==> config.mk <==
export PLATFORM = sky130hd
export DESIGN_NAME = pc_gen_unit
export DESIGN_NICKNAME = d
export VERILOG_FILES = /design/src/rtl/pc_gen_unit.sv
export SDC_FILE = /design/constraint.sdc
export NUM_CORES = 1
export LEC_CHECK = 0
export CORE_MARGIN = 2
export CORE_UTILIZATION = 40
export DETAILED_ROUTE_END_ITERATION = 16
export PLACE_DENSITY = 0.76
export SETUP_SLACK_MARGIN = 0.4
export SLEW_MARGIN = 40
export SYNTH_ARGS = -nofsm -noshare
export SYNTH_HDL_FRONTEND = slang
export SYNTH_SLANG_ARGS = --single-unit
==> constraint.sdc <==
create_clock -name clk -period 3.8 [get_ports clk]
set_clock_uncertainty 0.05 [all_clocks]
set_input_delay 1.14 -clock clk [delete_from_list [all_inputs] [get_ports clk]]
set_output_delay 1.14 -clock clk [all_outputs]
set_load 0.02 [all_outputs]
==> src/rtl/pc_gen_unit.sv <==
// rtl/pc_gen_unit.sv - fetch-stage program-counter generator (optional macro: PC_ALIGN_CHECK_EN)
module pc_gen_unit #(
  parameter int unsigned      WIDTH        = 32,
  parameter logic [WIDTH-1:0] RESET_VECTOR = '0,
  parameter logic [WIDTH-1:0] EXC_VECTOR   = WIDTH'(32'h0000_0100),
  parameter int unsigned      INC_BYTES    = 4,
  parameter int unsigned      HOLD_CYCLES  = 1
) (
  input  logic             clk,
  input  logic             rst,
  input  logic             stall,
  input  logic             redirect_valid,
  input  logic [WIDTH-1:0] redirect_target,
  input  logic             exc_req,
  output logic [WIDTH-1:0] pc,
  output logic             pc_valid,
  output logic [WIDTH-1:0] pc_seq,
  output logic             pend_valid,
  output logic             misalign,
  output logic [WIDTH-1:0] misalign_addr
);

  localparam logic [WIDTH-1:0] INC       = WIDTH'(INC_BYTES);
  localparam logic [3:0]       HOLD_INIT = 4'(HOLD_CYCLES);

  typedef enum logic {
    ST_BOOT = 1'b0,
    ST_RUN  = 1'b1
  } state_e;

  state_e           state_q;
  logic [3:0]       hold_cnt_q;
  logic [WIDTH-1:0] pc_q;
  logic             pend_valid_q;
  logic [WIDTH-1:0] pend_target_q;

  logic             take_redirect_d;
  logic [WIDTH-1:0] redirect_pc_d;
  logic [WIDTH-1:0] pc_seq_d;

`ifdef PC_ALIGN_CHECK_EN
  // Low bits that must be zero for a target to be a legal fetch address.
  localparam logic [WIDTH-1:0] ALIGN_MASK = WIDTH'(INC_BYTES - 1);

  logic             misalign_q;
  logic [WIDTH-1:0] misalign_addr_q;
  logic             target_misaligned_d;
`endif

  // Pick the redirect to apply: a live redirect always beats the buffered one.
  always_comb begin
    take_redirect_d = redirect_valid | pend_valid_q;
    redirect_pc_d   = redirect_valid ? redirect_target : pend_target_q;
    pc_seq_d        = pc_q + INC;
`ifdef PC_ALIGN_CHECK_EN
    target_misaligned_d = |(redirect_pc_d & ALIGN_MASK);
`endif
  end

  // Boot/run sequencing and every PC-related register update.
  always_ff @(posedge clk) begin
    if (rst) begin
      state_q       <= ST_BOOT;
      hold_cnt_q    <= HOLD_INIT;
      pc_q          <= RESET_VECTOR;
      pend_valid_q  <= 1'b0;
      pend_target_q <= '0;
`ifdef PC_ALIGN_CHECK_EN
      misalign_q      <= 1'b0;
      misalign_addr_q <= '0;
`endif
    end else begin
`ifdef PC_ALIGN_CHECK_EN
      misalign_q <= 1'b0;
`endif
      case (state_q)
        ST_BOOT: begin
          // Fetch inputs are ignored until the hold count runs out.
          if (hold_cnt_q == 4'd0) begin
            state_q <= ST_RUN;
          end else begin
            hold_cnt_q <= hold_cnt_q - 4'd1;
          end
        end
        ST_RUN: begin
          if (exc_req) begin
            pc_q         <= EXC_VECTOR;
            pend_valid_q <= 1'b0;
          end else if (stall) begin
            // Park the newest redirect; it is validated only when applied.
            if (redirect_valid) begin
              pend_valid_q  <= 1'b1;
              pend_target_q <= redirect_target;
            end
          end else if (take_redirect_d) begin
            pend_valid_q <= 1'b0;
`ifdef PC_ALIGN_CHECK_EN
            if (target_misaligned_d) begin
              pc_q            <= EXC_VECTOR;
              misalign_q      <= 1'b1;
              misalign_addr_q <= redirect_pc_d;
            end else begin
              pc_q <= redirect_pc_d;
            end
`else
            pc_q <= redirect_pc_d;
`endif
          end else begin
            pc_q <= pc_seq_d;
          end
        end
        default: begin
          state_q <= ST_BOOT;
        end
      endcase
    end
  end

  assign pc         = pc_q;
  assign pc_valid   = (state_q == ST_RUN);
  assign pc_seq     = pc_seq_d;
  assign pend_valid = pend_valid_q;

`ifdef PC_ALIGN_CHECK_EN
  assign misalign      = misalign_q;
  assign misalign_addr = misalign_addr_q;
`else
  assign misalign      = 1'b0;
  assign misalign_addr = '0;
`endif

endmodule

==> flow_metrics.env <==
export IMPL_outcome="finished, final reports clean"
export IMPL_insertion_delay_ps=360
export IMPL_area_growth_pct=31.7
export IMPL_drt_pass1_iterations=5
export IMPL_synth_top_area_cell="dfxtp_1"
export IMPL_finalWeightedCongestion=0.906
export IMPL_drt_total_wl_mm=11.8
export IMPL_irDropWorstVdd_v=0.000214
export IMPL_finalSetupViolCount=0
export IMPL_async_flop_share_pct=0
export IMPL_endpoint_kind="output port"
export IMPL_required_ps=2610
export IMPL_fp_coreArea_sq_um=9820
export IMPL_cp_num_buf_inv=3
export IMPL_synth_cells=511
export IMPL_yosys_warnings=0
export IMPL_cts_inserted_buffers=9
export IMPL_hold_path_class="reg -> reg"
export IMPL_fmax_ghz=0.293
export IMPL_dr_total_vias=4036
export IMPL_crit_path_max_incr_delay_ps=360
export IMPL_final_antenna_net_count=0
export IMPL_vias_per_cell=5.37
export IMPL_synth_main_ff_cell="dfxtp_1"
export IMPL_r2r_cells=8
export IMPL_root_buffer="clkbuf_8"
export IMPL_r2r_start="pc[3]"
export IMPL_path_delay_family="buffers and inverters"
export IMPL_die_area_sq_um=11000
export IMPL_n_antenna_cell=0
export IMPL_synthTopCellsByArea="dfxtp_1, nand2_1, buf_4, a21oi_1, xnor2_1"
export IMPL_grt_first_pass_wirelength_mm=18.3
export IMPL_layout_common_cells="nand2_1, clkdlybuf4s50_1, dfxtp_1"
export IMPL_crit_chain="ha_1 -> nand4_1 -> buf_4 -> nor3_4 -> buf_4 -> xor2_1 -> dlygate4sd2_1"
export IMPL_final_setup_tns_ps=0
export IMPL_grt_pass1_vias=3649
export IMPL_synth_cell_types=51
export IMPL_worst_setup_path_type="reg -> out"
export IMPL_leakagePower_nw=2.04
export IMPL_syn_avg_cell_area_sq_um=7.94
export IMPL_yosysSeqAreaShare_pct=34.5
export IMPL_antenna_found_initial=0
export IMPL_rows=36
export IMPL_final_common_cell="nand2_1"
export IMPL_rsz0062_at_grt="yes"
export IMPL_grtUsageTotal_pct=20.7
export IMPL_grt_max_degree=54
export IMPL_powerDensity_nw_per_um2=345
export IMPL_path_max_fanout=6
export IMPL_htreeDepth=3
export IMPL_overflow=0
export IMPL_clkSinkCount=70
export IMPL_start_util_pct=41.3
export IMPL_rr_endpoint="pc[24]"
export IMPL_netlist_area_leader_share_pct=34.5
export IMPL_wire_per_inst_microns=15.6
export IMPL_synth_edf_count=0
export IMPL_min_path_cells=2
export IMPL_min_period_ps=3420
export IMPL_hold_viol_final=0
export IMPL_cp_common_cell="buf_4"
export IMPL_timing_hold_ws_ps=406
export IMPL_period_share_pct=89.9
export IMPL_drv_slew=0
export IMPL_clkTransAtPathRegs_ps=80
export IMPL_io_pins=136
export IMPL_drtIter0Drc=350
export IMPL_startpoint_type="register"
export IMPL_crit_slowest_cell="dlygate4sd2_1"
export IMPL_ys_ff_latch=70
export IMPL_netlist_area_sq_um=4060
export IMPL_worstHoldStart="pend_target_q[18]"
export IMPL_drive_gt1_share_pct=14.9
export IMPL_slew_headroom_pct=48.0
export IMPL_worst_endpoint_arrival_ps=2230
export IMPL_clk_path_buf_depth=2
export IMPL_cts_tree="yes"
export IMPL_drc=0
export IMPL_die_y_microns=105
export IMPL_max_cap_violations=0
export IMPL_dpl_hpwl_mm=8.56
export IMPL_ff2ff_setup_slack_ps=1710
export IMPL_tightest_slew_ps=774
export IMPL_hold_path_endpoint="pend_target_q[18]"
export IMPL_die_width_microns=105
export IMPL_io_buffers=102
export IMPL_nets=653
registers in the layout (all words and copies together) (netlist names):
name and flops:
pc 32, hold_cnt_q 4, pend_valid 1, pc_valid 1
pend_target_q 32
kinds of logic (layout without fill, tap and decap cells):
group | Yosys count | after routing | synth area share, %
buf+inv | 75 | 151 | 10.6
simple gates | 203 | 203 | 24.0
fa+ha+maj | 2 | 2 | 0.617
compound gates | 100 | 100 | 16.0
flops | 70 | 70 | 34.5
xor+xnor | 31 | 31 | 6.69
mux | 29 | 29 | 7.49
other cells | 1 | 33 | 0.0924
cell usage after synthesis (all sizes together) (4+ instances only):
cell    count
clkbuf     25
a22oi       7
xnor2      22
buf        44
a21oi      43
nand3      13
nor2       39
nand4      16
xor2        9
dfxtp      70
mux2       11
o211ai      7
o21ai      13
nor3       13
mux2i      18
nand2      91
or3         9
inv         6
a221o       7
a21o        4
worst reg2reg max path, cell delays in order, from the launching register on:
cell and delay, ps:
dfxtp_1 340, ha_1 170, nand4_1 200, buf_4 210
nor3_4 190, nand4_1 190, buf_4 190, a21o_1 150
a211o_1 280
power breakdown:
group | leakage [nW] | internal [mW] | switching, mW | total [mW]
registers | 0.571 | 0.780 | 0.0526 | 0.833
clock network | 0.0789 | 0.243 | 0.324 | 0.568
logic | 1.39 | 0.183 | 0.260 | 0.443
total | 2.04 | 1.21 | 0.637 | 1.84
worst max path at each step:
stage | slack (ps) | cells after the start | endpoint | from
after floorplan | 410 | 6 | pc_seq[30] | pc[2]
after global placement | 400 | 8 | pc_seq[30] | pc[2]
after detailed placement | 270 | 8 | pc_seq[30] | pc[3]
after CTS | 270 | 8 | pc_seq[30] | pc[3]
after global routing | 280 | 7 | pc_seq[14] | pc[3]
final | 380 | 7 | pc_seq[12] | pc[3]
layout make-up:
class / count / area (sq um)
fill: 910 / 4470
multi-input combinational: 398 / 2390
sequential: 70 / 1420
timing repair buffer: 129 / 1160
tap: 133 / 166
clock buffer: 9 / 124
clock inverter: 7 / 56.3
inverter: 6 / 22.5
stage by stage:
stage | util, % | instances | cell area (sq um) | power [mW] | worst slack [ps]
CTS | 53.8 | 745 | 5280 | 1.85 | 268
global route | 54.4 | 752 | 5350 | 1.92 | 282
global placement | 51.8 | 727 | 5090 | 1.28 | 395
detailed placement | 51.8 | 727 | 5090 | 1.29 | 272
finish | 54.4 | 752 | 5350 | 1.84 | 385
floorplan | - | 543 | 4180 | 1.15 | 413
routing by layer:
| layer | GRT usage [%] | wire length (microns) | part of all wire [%] |
|---|---|---|---|
| met5 | 0 | 0 | 0 |
| met4 | 9.43 | 291 | 2.5 |
| met3 | 4.30 | 1040 | 8.8 |
| met2 | 33.3 | 5500 | 47 |
| met1 | 26.5 | 4930 | 42 |
what timing repair did:
action,4_1_cts,5_1_grt
gates resized for setup,48,36
endpoints found under the hold margin,0,0
hold buffers,0,0
setup buffers,2,6
setup endpoints to repair,23,19
pin swaps,3,4
gates cloned,0,1
Note: power is estimated with default switching activity, not from simulation.
